[config.mk]
export PLATFORM = sky130hd
export DESIGN_NAME = multicycle_control
export DESIGN_NICKNAME = d
export VERILOG_FILES = /design/src/rtl/mc_pkg.sv /design/src/rtl/mc_output_decode.sv /design/src/rtl/multicycle_control.sv
export SDC_FILE = /design/constraint.sdc
export NUM_CORES = 1
export LEC_CHECK = 0
export ABC_AREA = 1
export BUFFER_PORTS_ARGS = -buffer_cell sky130_fd_sc_hd__buf_2
export CAP_MARGIN = 20
export CORE_UTILIZATION = 29
export CTS_CLUSTER_SIZE = 30
export DETAILED_ROUTE_END_ITERATION = 6
export HOLD_SLACK_MARGIN = 0.06
export SLEW_MARGIN = 0
export SYNTH_ARGS = -nofsm -noshare
export SYNTH_HDL_FRONTEND = slang
export SYNTH_SLANG_ARGS = --single-unit
export TNS_END_PERCENT = 5
[constraint.sdc]
create_clock -name clk -period 3.63 [get_ports clk]
set_clock_uncertainty 0.2 [all_clocks]
set_input_delay 0.363 -clock clk [delete_from_list [all_inputs] [get_ports clk]]
set_output_delay 0.363 -clock clk [all_outputs]
set_load 0.05 [all_outputs]
[src/rtl/mc_pkg.sv]
// Shared definitions for the multicycle MIPS main control FSM and ALU control.
// Optional feature macro: MC_JUMP_EN (compiles the JUMP state for opcode 0110).
package mc_pkg;

  typedef enum logic [3:0] {
    S_FETCH  = 4'd0,
    S_DECODE = 4'd1,
    S_MEMADR = 4'd2,
    S_MEMRD  = 4'd3,
    S_MEMWB  = 4'd4,
    S_MEMWR  = 4'd5,
    S_EXEC   = 4'd6,
    S_ALUWB  = 4'd7,
    S_BRANCH = 4'd8,
    S_IMM_EX = 4'd9,
    S_IMM_WB = 4'd10
`ifdef MC_JUMP_EN
    ,
    S_JUMP   = 4'd11
`endif
  } state_e;

  localparam logic [3:0] OP_RTYPE = 4'b0000;
  localparam logic [3:0] OP_LW    = 4'b0001;
  localparam logic [3:0] OP_SW    = 4'b0010;
  localparam logic [3:0] OP_BEQ   = 4'b0011;
  localparam logic [3:0] OP_ADDI  = 4'b0100;
  localparam logic [3:0] OP_SLTI  = 4'b0101;
  localparam logic [3:0] OP_J     = 4'b0110;

  localparam logic [1:0] ALU_R   = 2'b00;
  localparam logic [1:0] ALU_SUB = 2'b01;
  localparam logic [1:0] ALU_SLT = 2'b10;
  localparam logic [1:0] ALU_ADD = 2'b11;

  localparam logic [1:0] SRCB_REG  = 2'b00;
  localparam logic [1:0] SRCB_ONE  = 2'b01;
  localparam logic [1:0] SRCB_IMM  = 2'b10;
  localparam logic [1:0] SRCB_BOFF = 2'b11;

  localparam logic [1:0] PCSRC_ALU    = 2'b00;
  localparam logic [1:0] PCSRC_ALUOUT = 2'b01;
  localparam logic [1:0] PCSRC_JUMP   = 2'b10;

  // True for every opcode the FSM has a path for; J only when jumps are built in.
  function automatic logic op_is_legal(input logic [3:0] op);
    logic legal;
    legal = 1'b0;
    case (op)
      OP_RTYPE, OP_LW, OP_SW, OP_BEQ, OP_ADDI, OP_SLTI: legal = 1'b1;
`ifdef MC_JUMP_EN
      OP_J: legal = 1'b1;
`endif
      default: legal = 1'b0;
    endcase
    return legal;
  endfunction

endpackage

[src/rtl/mc_output_decode.sv]
// Combinational Moore output decode for the multicycle control FSM.
// Optional feature macro: MC_JUMP_EN (adds the JUMP state outputs).
module mc_output_decode
  import mc_pkg::*;
(
  input  state_e     state,
  input  logic       rst,
  input  logic [3:0] opcode,
  input  logic       mem_ready,
  output logic [1:0] alu_op,
  output logic       alu_src_a,
  output logic [1:0] alu_src_b,
  output logic [1:0] pc_source,
  output logic       pc_write,
  output logic       pc_write_cond,
  output logic       ir_write,
  output logic       mem_read,
  output logic       mem_write,
  output logic       reg_write,
  output logic       iord,
  output logic       mem_to_reg,
  output logic       reg_dst,
  output logic       illegal_op
);

  state_e st;

  // Map state (treated as FETCH while in reset) to datapath controls; reset masks all write enables.
  always_comb begin
    st            = rst ? S_FETCH : state;
    alu_op        = ALU_ADD;
    alu_src_a     = 1'b0;
    alu_src_b     = SRCB_REG;
    pc_source     = PCSRC_ALU;
    pc_write      = 1'b0;
    pc_write_cond = 1'b0;
    ir_write      = 1'b0;
    mem_read      = 1'b0;
    mem_write     = 1'b0;
    reg_write     = 1'b0;
    iord          = 1'b0;
    mem_to_reg    = 1'b0;
    reg_dst       = 1'b0;
    illegal_op    = 1'b0;
    case (st)
      S_FETCH: begin
        mem_read  = 1'b1;
        alu_src_b = SRCB_ONE;
        ir_write  = mem_ready;
        pc_write  = mem_ready;
      end
      S_DECODE: begin
        alu_src_b  = SRCB_BOFF;
        illegal_op = !op_is_legal(opcode);
      end
      S_MEMADR: begin
        alu_src_a = 1'b1;
        alu_src_b = SRCB_IMM;
      end
      S_MEMRD: begin
        mem_read = 1'b1;
        iord     = 1'b1;
      end
      S_MEMWB: begin
        reg_write  = 1'b1;
        mem_to_reg = 1'b1;
      end
      S_MEMWR: begin
        mem_write = 1'b1;
        iord      = 1'b1;
      end
      S_EXEC: begin
        alu_src_a = 1'b1;
        alu_src_b = SRCB_REG;
        alu_op    = ALU_R;
      end
      S_ALUWB: begin
        reg_write = 1'b1;
        reg_dst   = 1'b1;
      end
      S_BRANCH: begin
        alu_src_a     = 1'b1;
        alu_op        = ALU_SUB;
        pc_write_cond = 1'b1;
        pc_source     = PCSRC_ALUOUT;
      end
      S_IMM_EX: begin
        alu_src_a = 1'b1;
        alu_src_b = SRCB_IMM;
        alu_op    = (opcode == OP_SLTI) ? ALU_SLT : ALU_ADD;
      end
      S_IMM_WB: begin
        reg_write = 1'b1;
      end
`ifdef MC_JUMP_EN
      S_JUMP: begin
        pc_write  = 1'b1;
        pc_source = PCSRC_JUMP;
      end
`endif
      default: ;
    endcase
    if (rst) begin
      pc_write      = 1'b0;
      pc_write_cond = 1'b0;
      ir_write      = 1'b0;
      mem_write     = 1'b0;
      reg_write     = 1'b0;
      illegal_op    = 1'b0;
    end
  end

endmodule

[src/rtl/multicycle_control.sv]
// Main control FSM for the multicycle 16-bit MIPS datapath.
// Optional feature macro: MC_JUMP_EN (opcode 0110 executes as J; otherwise illegal).
module multicycle_control
  import mc_pkg::*;
(
  input  logic       clk,
  input  logic       rst,
  input  logic [3:0] opcode,
  input  logic       mem_ready,
  output logic [1:0] alu_op,
  output logic       alu_src_a,
  output logic [1:0] alu_src_b,
  output logic [1:0] pc_source,
  output logic       pc_write,
  output logic       pc_write_cond,
  output logic       ir_write,
  output logic       mem_read,
  output logic       mem_write,
  output logic       reg_write,
  output logic       iord,
  output logic       mem_to_reg,
  output logic       reg_dst,
  output logic       illegal_op
);

  state_e state_q, state_d;

  // State register; synchronous reset returns to FETCH and aborts any instruction.
  always_ff @(posedge clk) begin
    if (rst) state_q <= S_FETCH;
    else     state_q <= state_d;
  end

  // Next-state logic; unused encodings fall back to FETCH.
  always_comb begin
    state_d = S_FETCH;
    case (state_q)
      S_FETCH:  state_d = mem_ready ? S_DECODE : S_FETCH;
      S_DECODE: begin
        case (opcode)
          OP_LW, OP_SW:     state_d = S_MEMADR;
          OP_RTYPE:         state_d = S_EXEC;
          OP_BEQ:           state_d = S_BRANCH;
          OP_ADDI, OP_SLTI: state_d = S_IMM_EX;
`ifdef MC_JUMP_EN
          OP_J:             state_d = S_JUMP;
`endif
          default:          state_d = S_FETCH;
        endcase
      end
      S_MEMADR: begin
        if (opcode == OP_LW)      state_d = S_MEMRD;
        else if (opcode == OP_SW) state_d = S_MEMWR;
        else                      state_d = S_FETCH;
      end
      S_MEMRD:  state_d = mem_ready ? S_MEMWB : S_MEMRD;
      S_MEMWB:  state_d = S_FETCH;
      S_MEMWR:  state_d = mem_ready ? S_FETCH : S_MEMWR;
      S_EXEC:   state_d = S_ALUWB;
      S_ALUWB:  state_d = S_FETCH;
      S_BRANCH: state_d = S_FETCH;
      S_IMM_EX: state_d = S_IMM_WB;
      S_IMM_WB: state_d = S_FETCH;
`ifdef MC_JUMP_EN
      S_JUMP:   state_d = S_FETCH;
`endif
      default:  state_d = S_FETCH;
    endcase
  end

  mc_output_decode u_decode (
    .state         (state_q),
    .rst           (rst),
    .opcode        (opcode),
    .mem_ready     (mem_ready),
    .alu_op        (alu_op),
    .alu_src_a     (alu_src_a),
    .alu_src_b     (alu_src_b),
    .pc_source     (pc_source),
    .pc_write      (pc_write),
    .pc_write_cond (pc_write_cond),
    .ir_write      (ir_write),
    .mem_read      (mem_read),
    .mem_write     (mem_write),
    .reg_write     (reg_write),
    .iord          (iord),
    .mem_to_reg    (mem_to_reg),
    .reg_dst       (reg_dst),
    .illegal_op    (illegal_op)
  );

endmodule

After elaboration in Yosys (flattened, before gate mapping)
Index checks and enable logic that the tools add are counted.

Output and inout port bits: 17. Register bits: 4. Input port bits: 7. Logic and storage cells: 63.

Reduce and logical (&&, ||, !) cells: 12. Mux-type cells: 29. Eq/ne operators: 21.

Operators with widths (number): 4-bit by 3-bit == test with 1-bit output (second input constant) (8); 4-bit one-hot mux with 7 select lines (1); 4-bit by 2-bit == test with 1-bit output (second input constant) (6); 1-bit 2-to-1 mux (20); 4-bit == test (second input constant) (4); 4-bit one-hot mux with 4 select lines (1); 4-bit by 1-bit == test with 1-bit output (second input constant) (3); 4-bit zero test (3); 3-bit 2-to-1 mux (4); 2-bit one-hot mux with 3 select lines (2); 2-bit OR reduction (5); 6-bit OR reduction (1); 4-bit 2-to-1 mux (1); 4-bit OR reduction (1); 3-bit OR reduction (1); 1-bit zero test (1).

Logic depth before layout (Yosys ltp)
Gate-level depths: netlist of the first run.

Depth after elaboration: 7. Mapped depth: 8. Gate-level depth less buffers: 7.

Modules after synthesis
A second synthesis of the first run with hierarchy kept.

Cell total of the unflattened synthesis: 111. Area total of the unflattened synthesis: 543.0 sq um.

By module, submodules not included: multicycle_control (times used 1, seq. area each 80.1 sq um, area an instance 314.1 sq um, cells an instance 58); mc_output_decode (times used 1, seq. area each 0.0 sq um, area an instance 229.0 sq um, cells an instance 53).

Least setup slack after synthesis of the first run
Ideal clock, no wire load.

Kind: reg2out. Start point: register state_q[1]. End point: output port reg_write. Required time: 3.067 ns. Buffers on the path: 1. Slack: 1.088 ns. Arrival: 1.979 ns. Cell stages (with the launch flop): 7. Cells stage by stage: dfxtp_1 > buf_6 > nor2_1 > inv_1 > nor2_1 > nor2_1 > o21ai_0.

Cells in the longest elaborated chain, start to end: 5. Elaborated cells between the ends (all ways): 7. Those cells by class: eq/ne (3); mux (3); reduce/logical (1).

Ends and longest elaborated chain: from (decl) (line multicycle_control.sv:26) `state_e state_q, state_d;`; from (signal assigned) (line multicycle_control.sv:31) `else state_q <= state_d;`; 4-bit 2-to-1 mux (*) (line mc_output_decode.sv:30) `st = rst ? S_FETCH : state;`; 4-bit == test / 4-bit by 3-bit == test with 1-bit output (equally long branches) (line mc_output_decode.sv:45) `case (st)`; 3-bit OR reduction (no line) (*); 1-bit 2-to-1 mux (*) (line mc_output_decode.sv:45); 1-bit 2-to-1 mux (*) (line mc_output_decode.sv:103) `if (rst) begin`; to (decl) (line multicycle_control.sv:19) `output logic reg_write,`.

Mark *: on every way between the ends. The rest lies on a longest branch, timed or not.

Worst setup path in the final report of the first run
Start point: register state_q[1]. End point: output port alu_src_a.

Cells in the longest elaborated chain, start to end: 4. Elaborated cells between the ends (all ways): 7. Those cells by class: eq/ne (4); mux (2); reduce/logical (1).

Ends and longest elaborated chain: 4-bit 2-to-1 mux (*) (line mc_output_decode.sv:30); 4-bit by 3-bit == test with 1-bit output (tied with other cells) (line mc_output_decode.sv:45); 4-bit OR reduction (no line) (*); 1-bit 2-to-1 mux (*) (line mc_output_decode.sv:45); to (decl) (line multicycle_control.sv:11) `output logic alu_src_a,`.

Marked as above.

==> results of run 1 <==
logic make-up (layout without fill, tap and decap cells):
family	count (synthesis)	after routing	share of synthesized area [%]
AO/OA/AOI/OAI	12	12	13.6
buffers and inverters	19	40	17.6
flip-flops	4	4	15.8
other	1	1	0.742
AND/OR/NAND/NOR	62	62	52.2
layout make-up:
cell class / instances / area, sq um
Multi-Input combinational cell: 75 / 337
Tap cell: 16 / 20.0
Inverter: 15 / 57.6
Fill cell: 166 / 932
Timing Repair Buffer: 22 / 110
Sequential cell: 4 / 80.1
Clock buffer: 3 / 22.5
worst max-delay path: cells and delay by family, from the launching register on:
family	cells	cell delay, ps
AO/OA/AOI/OAI	2	330
buffers and inverters	2	360
flip-flops	1	480
AND/OR/NAND/NOR	2	180
through the flow:
stage	cells	utilization, %	hold slack [ps]
after floorplan	98	-	333
after global placement	132	38.8	403
after detailed placement	132	38.8	384
after CTS	135	40.2	248
after global routing	135	40.2	257
final	135	40.2	257
placed cells by master (no fill, tap or decap), types with 2 or more instances in the layout:
cell type  count
a21oi_1        3
o21ai_0        4
inv_2          2
nand2_1       19
clkbuf_4       3
nand2_2        4
buf_2         22
inv_1         12
nor3_1         4
nand3_1        7
nor2_1        25
dfxtp_1        4
nor2_2         2
report_power, final:
part	internal, mW	total (mW)	switching [mW]
combinational	0.0123	0.0511	0.0388
clock	0.0368	0.0525	0.0157
sequential	0.0456	0.0477	0.00211
metal layers:
layer	share of wire [%]	GRT usage, %
met1	47	18.2
met5	0	0
met3	7.1	4.17
met2	46	26.6
met4	0	3.75
worst paths after layout:
check                                      startpoint               endpoint  slack [ps]  cells past startpoint
worst max-delay path            state_q[1]$_SDFF_PP0_              alu_src_a        1490                      6
worst min-delay path                              rst  state_q[2]$_SDFF_PP0_         260                      2
worst max register to register  state_q[3]$_SDFF_PP0_  state_q[1]$_SDFF_PP0_        2280                      7
worst min register to register  state_q[3]$_SDFF_PP0_  state_q[3]$_SDFF_PP0_         400                      2
==> run metrics, run 1 <==
outcome=finished, violations left; failing checks=design-rule violations; Worst-path clk slew=40 ps; nets@finish=128; async set or reset register ratio after synthesis=0%; IO Count=24; top cell type's share of synthesized area=18.6%; power density of the placed cells=241 nW/um^2; post_cts resized=0; post-synth top area cell=nor2_1; FMAX=0.468 GHz; Hold Buf Count CTS=0; total grt overflow=0; GRT Util Overall=15.2%; Top cell by count, worst path=nand2_2; post-CTS setup buffer count=0; Ant. Diodes=0; TritonRoute pass-1 iters=6; Slew Limit Fails=0; synth warn=0; largest net degree at the start of global routing=13; Leak=0.355 nW; CTS tree=built; MaxCap Viol Count=0; Die Footprint=1910 sq um; FP Rows=14; HPWL Detailed=1060 microns; TritonCTS buffer count=3; Core Area=1560 sq um; Post-synth EDFFs=0; sequence of cells on the critical path=nand2_2, inv_1, nand2_2, o22ai_1, o21bai_1, buf_2; top cells by area, synth=nor2_1 19%, dfxtp_1 16%, nand2_1 14%, inv_1 8.9%, nand3_1 6.9%; starting density of the core=32.4%; Min Clock Period, post-route=2140 ps; Placer Congestion=0.844; Detailed Route WL=1230 microns; CP max-delay cell=dfxtp_1; Seq/Total Area, Yosys=15.8%; critical path type=reg -> out; startpoint types=register; Most flops, register=state_q; layout cells sized above 1=28.6%; clock latency on the worst-skew pair=230 ps; dpl cell area=604 sq um; Clock Sinks=4; drt wl/cell=9.08 microns; RSZ-0062 raised after global routing=false; DIE HEIGHT=43.8 microns; initial antenna violation count=0; most common cell in the netlist=nor2_1; Critical Path Max Stage Delay=480 ps; pre-CTS WS=1610 ps; WP data required=3070 ps; syn avg cell area=5.16 sq um; Die Width=43.8 microns; Tot Pwr=151 uW; vias in the first global route=559; number of flip-flops in the largest register=4; DR vias/cell=4.67; root buffer cell=clkbuf_4; Top FF cell, synth=dfxtp_1; DR vias=630; first-pass GRT wire length=2200 microns; DRT iter0 DRCs=13; Largest regs=state_q: 4 flops; Yosys cell types=22; TNS Setup=0 ps; commonest cells in the netlist=25 x nor2_1, 19 x nand2_1, 12 x inv_1, 7 x nand3_1; syn nets=105; final instance area=627 sq um; Final ANT Viol Nets=0; critical path endpoint category=output pin; clock tree buffer depth=2; synthesis-to-finish area growth=24.0%; H-tree Lvls=1; Synth Register Bits=4; final worst slack=1490 ps; crit share post-route=58.9%; arrival time at the worst endpoint=1580 ps; final hold violation count=0; Max Fanout on Critical Path=8; Synth Cell Area=505 sq um; DRC errors left=3; Hold WC Path Type=in -> reg; Buffers on Ports=22; Syn Inst Count=98; Peak supply drop=147 uV; Final Setup Violations=0
Power figures use the tool's default switching activity.
==> run 2: changes to the inputs <==
==> constraint.sdc (replaced) <==
create_clock -name clk -period 1.85 [get_ports clk]
set_clock_uncertainty 0.2 [all_clocks]
set_input_delay 0.185 -clock clk [delete_from_list [all_inputs] [get_ports clk]]
set_output_delay 0.185 -clock clk [all_outputs]
set_load 0.05 [all_outputs]
==> run metrics, run 2 (synthesis gave the netlist of run 1 again) <==
GRT Util Overall=16.2% (+1.0 points); Clock Sinks=4 (unchanged); beginning of the worst hold path=mem_ready; final hold violation count=0 (unchanged); largest delay contributor family on the critical path=buffers and inverters; starting density of the core=32.4% (unchanged); HPWL Detailed=1140 microns (+7.5%); Detailed Route WL=1430 microns (+17%); global routing usage on met3=3.33% (-0.83 points); CP max-delay cell=dfxtp_1; hold path cells=5 (+3); clock latency on the worst-skew pair=240 ps (about the same); FMAX=0.555 GHz; most common cell after layout, fill and taps aside=nor2_1; TNS Setup=0 ps (unchanged); grt peak-use layer=met2; DIE HEIGHT=43.8 microns (unchanged); pre-CTS WS=164 ps (-1450 ps); Max Fanout on Critical Path=4 (-4); layout cells sized above 1=39.8% (+11 points); dpl cell area=634 sq um (+5.0%); total grt overflow=0 (unchanged); TritonCTS buffer count=3 (unchanged); Ant. Diodes=0 (unchanged); register-to-register path setup slack=510 ps (-1770 ps); drt wl/cell=10.3 microns (+13%); root buffer cell=clkbuf_4; failing checks=design-rule violations; commonest non-fill, non-tap cells in the layout=21 x nor2_1, 19 x nand2_1, 14 x buf_2; DRC errors left=2 (-1); WP data required=1460 ps (-1610 ps); Slew Limit Fails=0 (unchanged); largest net degree at the start of global routing=7 (-6); critical path type=reg -> out; worst path bufs/invs=3 (+1); crit share post-route=97.4%; final worst slack=47.2 ps (-1440 ps); worst reg2reg endpoint=state_q[1]$_SDFF_PP0_; Core Area=1560 sq um (unchanged); clock tree buffer depth=2 (unchanged); WHS Endpoint=state_q[2]$_SDFF_PP0_; MaxCap Viol Count=0 (unchanged); Die Width=43.8 microns (unchanged); non-filler cells, final=139 (+3.0%); CTS tree=built; Worst R2R Path Depth=7 (unchanged); vias in the first global route=592 (+5.9%); Reg2Reg Launch Point=state_q[3]$_SDFF_PP0_; Final Setup Violations=0 (unchanged); power density of the placed cells=437 nW/um^2 (+81%); startpoint types=register; cell count after placement=135 (+2.3%); post-CTS setup buffer count=0 (unchanged); FP Rows=14 (unchanged); critical path endpoint category=output pin; Tot Pwr=319 uW (+110%); Most flops, register=state_q; Critical Path Max Stage Delay=330 ps (-150 ps); Buffers on Ports=22 (unchanged); Largest regs=state_q: 4 flops; DRT iter0 DRCs=10 (-3); DR vias=684 (+8.6%); final instance area=731 sq um (+17%); met1 Use GR=19.4% (+1.3 points); Worst-path clk slew=40 ps (about the same); nets@finish=132 (+3.1%); TritonRoute pass-1 iters=6 (unchanged); outcome=finished, violations left; Hold WC Path Type=in -> reg; H-tree Lvls=1 (unchanged); DR vias/cell=4.92 (+5.4%); IO Count=24 (unchanged); first-pass GRT wire length=2340 microns (+6.3%); initial antenna violation count=0 (unchanged); synthesis-to-finish area growth=44.6%; Placer Congestion=0.871 (+3.3%); Min Clock Period, post-route=1800 ps; M2 GR Usage=27.2% (+0.60 points); Peak supply drop=356 uV (+140%); sequence of cells on the critical path=inv_1, nand3_2, buf_4, o31ai_2, buf_6; Leak=0.393 nW (+11%); Final ANT Viol Nets=0 (unchanged); arrival time at the worst endpoint=1420 ps (-160 ps); RSZ-0062 raised after global routing=true; Die Footprint=1910 sq um (unchanged); number of flip-flops in the largest register=4 (unchanged)
## run 2: cell types whose count changed in the layout (fill, tap and decap cells not counted), sizes merged
| cell | before | now |
|---|---|---|
| clkbuf | 3 | 6 |
| dlygate4sd3 | 0 | 1 |
## run 2: area by class of cell
class / instances / area (sq um)
multi-input combinational: 75 / 380
clock buffer: 3 / 22.5
inverter: 15 / 57.6
fill: 172 / 828
timing repair buffer: 26 / 166
tap: 16 / 20.0
sequential: 4 / 83.8
## run 2: worst max path at each step
stage | startpoint | end | slack (ps) | cells after the start
finish | state_q[2]$_SDFF_PP0_ | alu_op[0] | 50 | 5
global route | state_q[2]$_SDFF_PP0_ | alu_op[0] | -40 | 5
CTS | state_q[2]$_SDFF_PP0_ | illegal_op | 6 | 6
detailed placement | state_q[0]$_SDFF_PP0_ | alu_src_a | 160 | 7
global placement | state_q[0]$_SDFF_PP0_ | alu_src_a | 200 | 7
floorplan | state_q[1]$_SDFF_PP0_ | illegal_op | -310 | 6
## run 2: layer usage
| layer | share of wire [%] | wire (microns) | up-vias |
|---|---|---|---|
| met3 | 3.7 | 53 | 4 |
| met5 | 0 | 0 | - |
| met4 | 2.0 | 28 | 0 |
| li1 | - | - | 356 |
| met2 | 49 | 696 | 17 |
| met1 | 46 | 653 | 307 |
## run 2: metrics by stage
| stage | util (%) | hold WS, ps |
|---|---|---|
| 6_report | 46.9 | 147 |
| 5_1_grt | 46.9 | 164 |
| 4_1_cts | 43.5 | 152 |
| 3_5_place_dp | 40.7 | 273 |
| 3_3_place_gp | 40.7 | 273 |
| 2_1_floorplan | - | 219 |
## run 2: repair_timing
item	in CTS	in global routing
hold buffers	1	0
gates resized for setup	3	22
endpoints found under the setup margin	2	9
hold endpoints to repair	2	0
## run 2: where the power goes
part           leakage, nW  internal, mW  switching (mW)  total [mW]
Sequential          0.0338        0.0899         0.00389      0.0938
Clock               0.0138        0.0727          0.0374       0.110
Combinational        0.346        0.0327          0.0825       0.115
Total                0.393         0.195           0.124       0.319
## run 2: tightest hold or removal path, stage by stage
cell     delay, ps
buf_2          100
nand2_1         60
nand3_1         80
nor2_1          50
nor2_1          70
